`src/rtl/hazard_pkg.sv`:
```
// Shared definitions for the pipeline hazard scoreboard: forward-select codes
// and the supported load-latency window.
package hazard_pkg;

    typedef enum logic [1:0] {
        FWD_RF = 2'd0,
        FWD_W  = 2'd1,
        FWD_M  = 2'd2
    } fwdSel_t;

    localparam int LD_LAT_MIN = 1;
    localparam int LD_LAT_MAX = 7;

endpackage

```
`src/rtl/hazard_scoreboard_sb_counter.sv`:
```
// Per-register load-latency down-counter. A load always wins over a
// same-cycle decrement, so a re-issued load restarts the full latency.
module sb_counter #(
    parameter int CW       = 1,
    parameter int LOAD_VAL = 1
) (
    input  logic clk,
    input  logic reset,
    input  logic load,
    input  logic decEn,
    output logic zero
);

    logic [CW-1:0] countReg;

    always_ff @(posedge clk) begin
        if (reset) begin
            countReg <= '0;
        end else if (load) begin
            countReg <= CW'(LOAD_VAL);
        end else if (decEn && countReg != '0) begin
            countReg <= countReg - CW'(1);
        end
    end

    assign zero = (countReg == '0);

endmodule

```
`src/rtl/hazard_scoreboard.sv`:
```
// Hazard unit for a five-stage pipeline: operand forwarding, load-use stalls
// tracked by a per-register scoreboard, redirect flushes and miss freezes.
module hazard_scoreboard
    import hazard_pkg::*;
#(
    parameter int NREG   = 32,
    parameter int AW     = $clog2(NREG),
    parameter int LD_LAT = 1,
    parameter int SCW    = 16
) (
    input  logic            clk,
    input  logic            reset,
    input  logic [AW-1:0]   rs1_d,
    input  logic [AW-1:0]   rs2_d,
    input  logic [AW-1:0]   rd_d,
    input  logic            is_load_d,
    input  logic [AW-1:0]   rs1_e,
    input  logic [AW-1:0]   rs2_e,
    input  logic [AW-1:0]   rd_m,
    input  logic [AW-1:0]   rd_w,
    input  logic            regwrite_m,
    input  logic            regwrite_w,
    input  logic            pcsrc_e,
    input  logic            miss,
    output logic [1:0]      fwd_a_e,
    output logic [1:0]      fwd_b_e,
    output logic            stall_f,
    output logic            stall_d,
    output logic            stall_e,
    output logic            stall_m,
    output logic            flush_d,
    output logic            flush_e,
    output logic [NREG-1:0] pending,
    output logic [SCW-1:0]  stall_cycles
);

    // Out-of-range latencies are clamped rather than silently wrapping.
    localparam int LAT = (LD_LAT < LD_LAT_MIN) ? LD_LAT_MIN :
                         (LD_LAT > LD_LAT_MAX) ? LD_LAT_MAX : LD_LAT;
    localparam int CW  = $clog2(LAT + 1);

    logic [NREG-1:0] pendingVec;
    logic            ldStall;
    logic            rawStallD;
    logic            issue;
    logic [SCW-1:0]  stallCyclesReg;

    function automatic fwdSel_t fwdSelect(input logic [AW-1:0] rs,
                                          input logic [AW-1:0] rdM,
                                          input logic [AW-1:0] rdW,
                                          input logic          wrM,
                                          input logic          wrW);
        if (rs != '0 && wrM && rs == rdM) begin
            return FWD_M;
        end else if (rs != '0 && wrW && rs == rdW) begin
            return FWD_W;
        end
        return FWD_RF;
    endfunction

    // x0 never holds a pending load.
    assign pendingVec[0] = 1'b0;

    generate
        for (genvar gi = 1; gi < NREG; gi++) begin : genCnt
            logic cntZero;
            sb_counter #(
                .CW       (CW),
                .LOAD_VAL (LAT)
            ) uCounter (
                .clk   (clk),
                .reset (reset),
                .load  (issue && rd_d == AW'(gi)),
                .decEn (~miss),
                .zero  (cntZero)
            );
            assign pendingVec[gi] = ~cntZero;
        end
    endgenerate

    assign ldStall   = (rs1_d != '0 && pendingVec[rs1_d]) ||
                       (rs2_d != '0 && pendingVec[rs2_d]);
    assign rawStallD = ldStall | miss;
    // A redirect squashes the decode slot, so a squashed load never enters the scoreboard.
    assign issue     = is_load_d & (rd_d != '0) & ~rawStallD & ~pcsrc_e;

    assign fwd_a_e = reset ? FWD_RF : fwdSelect(rs1_e, rd_m, rd_w, regwrite_m, regwrite_w);
    assign fwd_b_e = reset ? FWD_RF : fwdSelect(rs2_e, rd_m, rd_w, regwrite_m, regwrite_w);

    assign stall_f = ~reset & rawStallD;
    assign stall_d = ~reset & rawStallD;
    assign stall_e = ~reset & miss;
    assign stall_m = ~reset & miss;
    assign flush_d = ~reset & pcsrc_e;
    assign flush_e = ~reset & ((ldStall & ~miss) | pcsrc_e);

    assign pending = pendingVec;

    always_ff @(posedge clk) begin
        if (reset) begin
            stallCyclesReg <= '0;
        end else if (stall_d && stallCyclesReg != '1) begin
            stallCyclesReg <= stallCyclesReg + SCW'(1);
        end
    end

    assign stall_cycles = stallCyclesReg;

endmodule

```
`config.mk`:
```
export PLATFORM = sky130hd
export DESIGN_NAME = hazard_scoreboard
export DESIGN_NICKNAME = d
export VERILOG_FILES = /design/src/rtl/hazard_pkg.sv /design/src/rtl/hazard_scoreboard_sb_counter.sv /design/src/rtl/hazard_scoreboard.sv
export SDC_FILE = /design/constraint.sdc
export NUM_CORES = 1
export LEC_CHECK = 0
export CORE_ASPECT_RATIO = 0.75
export CORE_MARGIN = 1
export CORE_UTILIZATION = 45
export DETAILED_ROUTE_END_ITERATION = 12
export PLACE_DENSITY_LB_ADDON = 0.25
export RECOVER_POWER = 100
export SLEW_MARGIN = 10
export SYNTH_ARGS = -nofsm -noshare
export SYNTH_HDL_FRONTEND = slang
export SYNTH_SLANG_ARGS = --single-unit
```
`constraint.sdc`:
```
create_clock -name clk -period 7.83 [get_ports clk]
set_input_delay 1.566 -clock clk [delete_from_list [all_inputs] [get_ports clk]]
set_output_delay 1.566 -clock clk [all_outputs]
set_load 0.01 [all_outputs]
```
==> impl_results.md <==
- Syn. warnings: 0
- Root Buffer: clkbuf_8
- PwrDens: 123 nW/um^2
- First-pass GRT wire length: 13.4 mm
- Cell Count, Final, Fillers Out: 507
- Setup TNS: 0 ns
- Port Buf Inserts: 98
- Die area: 7270 um^2
- Ant. Diodes: 0
- RR Startpoint: genCnt[19].uCounter.countReg
- Leading cell types by count after synthesis: dfxtp_1 (47), nand2_1 (40), buf_4 (35)
- Vias: 2,814
- Most common cell in the synthesized netlist: dfxtp_1
- Least-Margin Pin Slew: 1.40 ns
- Number of global-route vias before repair: 2,589
- Max Clk Rate: 153 MHz
- Routed Wire Length: 8.39 mm
- Crit share post-route: 0.836
- Post-DP HPWL: 6.49 mm
- Cell Rows: 25
- Max-cap violation count: 0
- Total Power: 0.484 mW
- # DRC: 3
- CTS max path bufs: 2
- Final setup vio count: 0
- Post-DRT Antenna Nets: 0
- Critical path type: in -> out
- First-pass DRT Iterations: 9
- Worst hold stages: 2
- Ratio of cells with drive above 1 in the final layout: 0.0681
- FFs w/ async S/R, synth: 0
- WP data arrival: 4.98 ns
- Post-DR wirelength/cell: 16.6 um
- Hold Buf Count CTS: 0
- CTS tree: yes
- Initial antenna violation count: 0
- R2R setup slack: 5.30 ns
- Post-synth EDFFs: 0
- RSZ-0062 raised after global routing: false
- Post-synthesis area per instance: 8.41 um^2
- Yosys cell types: 47
- Post-synthesis cell area: 3120 um^2
- Die width: 98.2 um
- Worst slew margin: 0.0649
- Leading area contributor after synthesis: dfxtp_1
- I/O pin cnt: 100
- HP Class: reg -> reg
- Total grt overflow: 0
- Syn Inst Count: 371
- Post-CTS sizing: 0
- Outcome: complete, but fails checks
- Worst endpoint required time: 6.26 ns
- Final GP Congestion: 0.873
- Final Hold Vio Count: 0
- Setup ws final: 1.28 ns
- Setup crit end kind: output pin
- Number of synthesized register bits: 47
- Hold Path Sink: genCnt[25].uCounter.countReg
- Layout area overhead: 26.1%
- Placed Cells: 500
- Worst clock skew: 0.00533 ns
- Hold path startpoint: genCnt[25].uCounter.countReg
- Initial Util: 0.480
- 1st-iter DRT viols: 174
- DP Worst Slack: 1.55 ns
- Reg2Reg Depth: 8
- Crit Path Max Fanout: 25
- Clock Latency Late Sink: 0.30 ns
- Num CTS Buffers: 5
- Top_reg_cell synth: dfxtp_1
- Die H: 74.1 um
- CTS Sinks: 47
- Failing checks: design-rule violations
- Sequential area share after synthesis: 0.302
- Largest net degree at the start of global routing: 36
- Minimum clock period: 6.55 ns
- Top post-synthesis cells by area: dfxtp_1 (30%), buf_4 (8.4%), o21ai_0 (5.5%)
- Synthesized net count: 414
- GRT Total Usage: 0.238
- Core footprint: 6510 um^2
- Final Slew Violations: 0
- Top cell type's share of synthesized area: 0.302
- H-Tree Level Count: 2
- Post-layout nets: 469
- Startpoint types: input pin
- RR Endpoint: stall_cycles[5]
- Clock slew at reported path FFs: 0.08 ns
- Lkg Pwr: 1.59 nW
- Peak supply drop: 0.0636 mV
- # Post-CTS Setup Buffers: 0
- Drt via density: 5.55
==> power breakdown <==
part	switching (mW)	internal [mW]
logic	0.0455	0.0454
clock network	0.0797	0.0694
registers	0.00303	0.241
total	0.128	0.356
==> stage by stage <==
stage | hold WS, ns | instance area, um^2 | utilization
global placement | 0.473 | 3860 | 0.593
floorplan | 0.450 | 3120 | -
global route | 0.531 | 3930 | 0.605
CTS | 0.496 | 3950 | 0.606
detailed placement | 0.484 | 3860 | 0.593
finish | 0.489 | 3930 | 0.605
==> area by class of cell <==
type                       count  area, um^2
sequential                    47         941
inverter                       7        26.3
fill                         585        2570
multi-input combinational    264        1780
timing repair buffer         101        1000
clock buffer                   6        82.6
tap                           81         101
clock inverter                 1        5.00
==> sequential cells by signal (all words and copies together) (netlist names) <==
name / cells
genCnt.uCounter.countReg: 31
stall_cycles: 16
==> worst max-delay path, stage by stage <==
cell and delay [ns]:
dlygate4sd3_1 1.01, mux4_1 0.63, nor2b_1 0.13, a2111oi_0 0.07
a41oi_1 0.28, and4_1 0.24, buf_4 0.26, nor2_1 0.10
dlygate4sd3_1 0.68
==> logic make-up (layout without fill, tap and decap cells) <==
logic type	count (synthesis)	in the layout	share of synthesized area
AO/OA/AOI/OAI	58	58	0.113
AND/OR/NAND/NOR	152	152	0.258
XOR/XNOR	18	18	0.0505
multiplexers	34	34	0.144
flip-flops	47	47	0.302
buffers and inverters	60	115	0.127
other	1	1	0.00120
adder cells (fa/ha/maj)	1	1	0.00401
==> cell usage in the layout, fill, tap and decap left out, types with 2 or more instances in the layout <==
cell	instances
and4_1	5
or3_1	4
buf_4	2
nor3b_1	4
mux2_2	9
a22oi_1	3
nand2b_1	5
dfxtp_1	47
nor2b_1	21
or4_1	2
xnor2_1	13
mux2_1	2
mux2i_1	15
inv_1	7
mux4_2	6
nand2_1	40
a221oi_1	2
clkdlybuf4s50_1	42
clkbuf_8	6
a21oi_1	8
xor2_1	5
a31oi_1	2
nor4b_1	3
nand4_1	11
a41oi_1	2
dlygate4sd3_1	56
and3_1	5
nor3_1	3
nand3_1	14
nor2_1	25
and2_1	2
o21ai_0	35
nor4_1	5
==> worst max path at each step <==
stage / start / endpoint / slack (ns) / cells after the start
after global placement: rs1_d[0] / stall_d / 1.65 / 9
final: rs1_d[0] / stall_f / 1.28 / 9
after detailed placement: rs1_d[0] / stall_f / 1.55 / 9
after global routing: rs1_d[0] / stall_f / 1.08 / 9
after CTS: rs1_d[0] / stall_f / 1.55 / 9
after floorplan: rs1_d[2] / stall_f / 2.87 / 10
==> per-layer routing <==
layer	wire length [um]	share of wire	global-route usage	vias to the layer above
met2	3690	0.44	0.365	96
met4	84	0.010	0.0564	0
met1	4020	0.48	0.350	1321
li1	-	-	-	1389
met3	601	0.072	0.0432	8
met5	0	0	0	-
Power figures use the tool's default switching activity.
